<file path="config.mk">
export PLATFORM = sky130hd
export DESIGN_NAME = xbar_eject_port
export DESIGN_NICKNAME = d
export VERILOG_FILES = /design/src/rtl/xbar_eject_port_pkg.sv /design/src/rtl/xbar_eject_fifo.sv /design/src/rtl/xbar_eject_port.sv
export SDC_FILE = /design/constraint.sdc
export NUM_CORES = 1
export LEC_CHECK = 0
export BUFFER_PORTS_ARGS = -buffer_cell sky130_fd_sc_hd__buf_4
export CORE_UTILIZATION = 45
export DETAILED_ROUTE_END_ITERATION = 16
export PLACE_DENSITY = 0.8
export SYNTH_ARGS = -nofsm -noshare
export SYNTH_HDL_FRONTEND = slang
export SYNTH_HIERARCHICAL = 1
export SYNTH_SLANG_ARGS = --single-unit
</file>
<file path="constraint.sdc">
create_clock -name clk -period 3.7 [get_ports clk]
set_clock_uncertainty 0.05 [all_clocks]
set_input_delay 0.185 -clock clk [delete_from_list [all_inputs] [get_ports clk]]
set_output_delay 0.185 -clock clk [all_outputs]
set_load 0.01 [all_outputs]
</file>
<file path="src/rtl/xbar_eject_port_pkg.sv">
// Shared crossbar packet types and field accessors.
// Used by the ejection port and its queue.
package NetworkPkg;

  localparam int NUMNODES  = 8;
  localparam int PAYLOAD_W = 16;

  typedef struct packed {
    logic [7:0]           src;
    logic [7:0]           dest;
    logic [PAYLOAD_W-1:0] payload;
  } pkt_t;

  localparam int PKT_W = $bits(pkt_t);

  function automatic logic [7:0] pkt_dest(
    input logic [PKT_W-1:0] p
  );
    pkt_t t;
    t = p;
    return t.dest;
  endfunction

  function automatic logic [7:0] pkt_src(
    input logic [PKT_W-1:0] p
  );
    pkt_t t;
    t = p;
    return t.src;
  endfunction

endpackage

</file>
<file path="src/rtl/xbar_eject_fifo.sv">
// Circular packet queue with first-word-fall-through head.
// A push and a pop in the same cycle are legal even when full.
module xbar_eject_fifo
  import NetworkPkg::*;
#(
  parameter int WIDTH = PKT_W,
  parameter int DEPTH = 8
) (
  input  logic                   clk,
  input  logic                   reset,
  input  logic                   push,
  input  logic                   pop,
  input  logic [WIDTH-1:0]       din,
  output logic [WIDTH-1:0]       head,
  output logic [$clog2(DEPTH):0] count
);

  localparam int AW = $clog2(DEPTH);

  logic [WIDTH-1:0] mem [DEPTH];
  logic [AW-1:0]    wr_ptr;
  logic [AW-1:0]    rd_ptr;

  always_ff @(posedge clk) begin
    if (push) mem[wr_ptr] <= din;
  end

  // DEPTH is a power of two, so pointers wrap naturally.
  always_ff @(posedge clk) begin
    if (reset) begin
      wr_ptr <= '0;
      rd_ptr <= '0;
      count  <= '0;
    end else begin
      if (push) wr_ptr <= wr_ptr + 1'b1;
      if (pop)  rd_ptr <= rd_ptr + 1'b1;
      unique case ({push, pop})
        2'b10:   count <= count + 1'b1;
        2'b01:   count <= count - 1'b1;
        default: count <= count;
      endcase
    end
  end

  assign head = (count != '0) ? mem[rd_ptr] : '0;

endmodule

</file>
<file path="src/rtl/xbar_eject_port.sv">
// Crossbar ejection endpoint: accept/drop decision, queue, sticky errors.
// Define XBAR_EJECT_STATS_EN to build the per-source and drop counters.
module xbar_eject_port
  import NetworkPkg::*;
#(
  parameter int NODE_ID      = 0,
  parameter int DEPTH        = 8,
  parameter int AFULL_THRESH = 2
) (
  input  logic                   clk,
  input  logic                   reset,
  input  logic                   rx_valid,
  input  logic [PKT_W-1:0]       rx_pkt,
  output logic                   out_valid,
  output logic [PKT_W-1:0]       out_pkt,
  input  logic                   out_ready,
  output logic [$clog2(DEPTH):0] count,
  output logic                   almost_full,
  output logic                   misroute_err,
  output logic                   overflow_err,
  output logic [NUMNODES*16-1:0] stat_rx_cnt,
  output logic [15:0]            stat_drop_cnt
);

  localparam int CW = $clog2(DEPTH) + 1;
  localparam logic [CW-1:0] DEPTH_C = CW'(DEPTH);

  logic          dest_ok;
  logic          room;
  logic          pop;
  logic          push;
  logic          mis_drop;
  logic          ovf_drop;
  logic [CW-1:0] free;

  assign dest_ok  = pkt_dest(rx_pkt) == 8'(NODE_ID);
  assign pop      = out_valid & out_ready;
  assign room     = (count < DEPTH_C) | pop;
  assign push     = rx_valid & dest_ok & room;
  // Misroute wins over overflow: a wrong-dest packet never counts as overflow.
  assign mis_drop = rx_valid & ~dest_ok;
  assign ovf_drop = rx_valid & dest_ok & ~room;

  xbar_eject_fifo #(
    .WIDTH (PKT_W),
    .DEPTH (DEPTH)
  ) u_fifo (
    .clk   (clk),
    .reset (reset),
    .push  (push),
    .pop   (pop),
    .din   (rx_pkt),
    .head  (out_pkt),
    .count (count)
  );

  assign out_valid   = count != '0;
  assign free        = DEPTH_C - count;
  assign almost_full = int'(free) <= AFULL_THRESH;

  always_ff @(posedge clk) begin
    if (reset) begin
      misroute_err <= 1'b0;
      overflow_err <= 1'b0;
    end else begin
      if (mis_drop) misroute_err <= 1'b1;
      if (ovf_drop) overflow_err <= 1'b1;
    end
  end

`ifdef XBAR_EJECT_STATS_EN
  logic [15:0] rx_cnt_q [NUMNODES];
  logic [15:0] drop_cnt_q;

  always_ff @(posedge clk) begin
    if (reset) begin
      for (int i = 0; i < NUMNODES; i++) rx_cnt_q[i] <= '0;
      drop_cnt_q <= '0;
    end else begin
      for (int i = 0; i < NUMNODES; i++) begin
        if (push && pkt_src(rx_pkt) == 8'(i) && rx_cnt_q[i] != 16'hFFFF)
          rx_cnt_q[i] <= rx_cnt_q[i] + 16'd1;
      end
      if ((mis_drop | ovf_drop) && drop_cnt_q != 16'hFFFF)
        drop_cnt_q <= drop_cnt_q + 16'd1;
    end
  end

  for (genvar g = 0; g < NUMNODES; g++) begin : g_stat
    assign stat_rx_cnt[g*16 +: 16] = rx_cnt_q[g];
  end
  assign stat_drop_cnt = drop_cnt_q;
`else
  assign stat_rx_cnt   = '0;
  assign stat_drop_cnt = '0;
`endif

endmodule

</file>
==> out/results.ini <==
[yosys]
synth_top_flop_cell = edfxtp_1
syn_inst = 646
synth_seq_cells = 271
syn_avg_cell_area_um2 = 18.0
synth_seq_area_share = 0.685
synth_cell_type_count = 38
synth_edf_count = 256
yosys_warnings = 6
yosysTopAreaCell = edfxtp_1
synth_top_area_frac = 0.659
synth_area_leaders = edfxtp_1 66%, mux4_2 12%, buf_4 9.3%
syn_area_um2 = 11700
synth-async-reset-ratio = 0

[worst_setup_path]
reg2regPathDepth = 9
path_class = in2reg
setup.worst_path.end_class = register
max_stage_delay_ps = 600
crit_path_top_delay_cell = or4_1
crit_path_start_kind = input port
crit_cells = 11
crit_buf_inv = 3
crit_family = simple AND/OR/NAND/NOR gates
crit_arrival_ps = 3480
path_max_fanout = 9
crit_required_ps = 4060
crit_chain = dlygate4sd3_1, buf_4, or4_1, nor2_1, and3_1, inv_1, ha_1, nor4bb_1, o21ai_1, o31ai_1, mux2_1

[timing]
hold_violations = 0
timing.setup.tns_ps = 0
slew_viol_final = 0
rsz0062_at_grt = false
hold_ws_ps = 64.7
fmax_ghz = 0.320
setup_viol = 0
worst_slew_pin_slew_ps = 828
layout_min_cycle_time_ps = 3120
relSlewSlack = 0.448
timing.final.ws_setup_ps = 578
period_share = 0.844

[global_routing]
gr-usage-all-layers = 0.159
grt_util_met3 = 0.0224
grt_remaining_overflow = 0
grt_pass1_wl_um = 31700
grt_pass1_vias = 5507
grt.met1_usage = 0.202
grt_max_degree = 31
busiest_layer = met2
antenna_found_initial = 1
grt_util_met2 = 0.285

[cts]
clkLatencyLatePin_ps = 520
root_buffer = clkbuf_16
cts_tree = built
cts_buffers = 26
clkSlewWorstSetupHoldPaths_ps = 60
post_cts_buffers = 0
cts-htree-levels = 1
cts_sinks = 271
cts_max_path_buffers = 3

[floorplanning]
dieWidth_um = 163
dieArea_um2 = 26600
rows = 58
start_util = 0.460
fp.dieH_um = 163
core-area_um2 = 25300
io_pins = 220

[placement]
placed_cells = 1046
dp_worst_setup_slack_ps = 709
dpl.hpwl_um = 13100
gp_congestion = 0.717
dpl_cell_area_um2 = 12200
port_buffers = 75

[routing]
wl_per_cell_um = 18.5
vias = 5510
wl_um = 20900
drtAntennaViolNets = 0
first_pass_iters = 4
drcViolationCount = 0
viasPerCell = 4.88
drt_iter0_markers = 292

[status]
status = complete, no violations

[cells_and_area]
design_area_um2 = 13400
drive_above_1_share = 0.262
mostFrequentLayoutCell = edfxtp_1
finalNonFillerCells = 1129
finalNetCount = 821
area_delta_synth_final_pct = 14.6
final_cell_mix = 256 x edfxtp_1, 144 x conb_1, 88 x buf_4, 63 x mux4_2, 44 x nor2_1

[worst_hold_path]
hp-class = in2reg
min_path_cells = 3

[run]
max_cap_viol_count = 0

[power]
power.leakage_uw = 0.00456
peakVddDrop_mv = 0.435
power_density_nw_per_um2 = 454

==> worst paths after layout <==
kind | startpoint | endpoint | slack, ps
min | out_ready | overflow_err | 60
max reg2reg | u_fifo/count[0] | u_fifo/count[3] | 930
min reg2reg | misroute_err | misroute_err | 430
max | rx_pkt[17] | u_fifo/count[3] | 580
==> report_power, final <==
part	internal [uW]	total [uW]	leakage (uW)	switching, uW
Clock	1470	2540	0.000406	1070
Combinational	57.2	179	0.00174	122
Sequential	3350	3350	0.00242	1.63
Total	4880	6070	0.00456	1190
==> flip-flops by register name, summed over array words and instances (netlist names), named ones only <==
signal	flops
misroute_err	1
u_fifo/wr_ptr	3
u_fifo/count	4
u_fifo/mem	256
u_fifo/rd_ptr	3
overflow_err	1
==> cells by family (layout without fill, tap and decap cells) <==
family | count (synthesis) | count (layout) | synth area share
AO/OA/AOI/OAI | 12 | 12 | 0.00676
other | 1 | 145 | 0.000322
XOR/XNOR | 6 | 6 | 0.00451
flip-flops | 271 | 271 | 0.685
adder cells (fa/ha/maj) | 7 | 7 | 0.00751
AND/OR/NAND/NOR | 77 | 77 | 0.0299
multiplexers | 100 | 100 | 0.155
buffers and inverters | 172 | 181 | 0.111
==> Yosys cell counts (4+ instances only) <==
library cell and instances:
ha_1 7, mux4_2 63, mux2i_1 35, nor2_1 50, nand2b_1 6, nand2_1 7
dfxtp_1 15, edfxtp_1 256, clkbuf_1 4, xor2_1 5, inv_1 5, buf_2 11
buf_4 144, a21oi_1 4
==> what timing repair did <==
item / 4_1_cts / 5_1_grt
resized for setup: 0 / 0
endpoints found under the hold margin: 270 / 0
hold buffers: 34 / 0
==> area by class of cell <==
class | instances | area, um2
clock buffers | 33 | 698
diodes | 1 | 2.50
multi-input cells | 346 | 2990
repair buffers | 128 | 1120
inverters | 5 | 18.8
well taps | 330 | 413
flip-flops and latches | 271 | 7990
fillers | 1976 | 12000
clock inverters | 15 | 123
==> stage by stage <==
| stage | util | power, uW |
|---|---|---|
| 2_1_floorplan | - | 3610 |
| 3_3_place_gp | 0.482 | 3560 |
| 3_5_place_dp | 0.482 | 3570 |
| 4_1_cts | 0.527 | 6110 |
| 5_1_grt | 0.527 | 6260 |
| 6_report | 0.527 | 6070 |
==> per-layer routing <==
metal  vias up  share of wire  wire length [um]
met5         -              0                 0
met4         0          0.021               428
met3        34          0.045               941
met2       230           0.53             11000
met1      2792           0.41              8520
li1       2454              -                 -
==> tightest hold or removal path, stage by stage <==
cell,delay [ps]
buf_4,90
nand2b_1,200
o41ai_2,110
(Power assumes the default switching activity.)
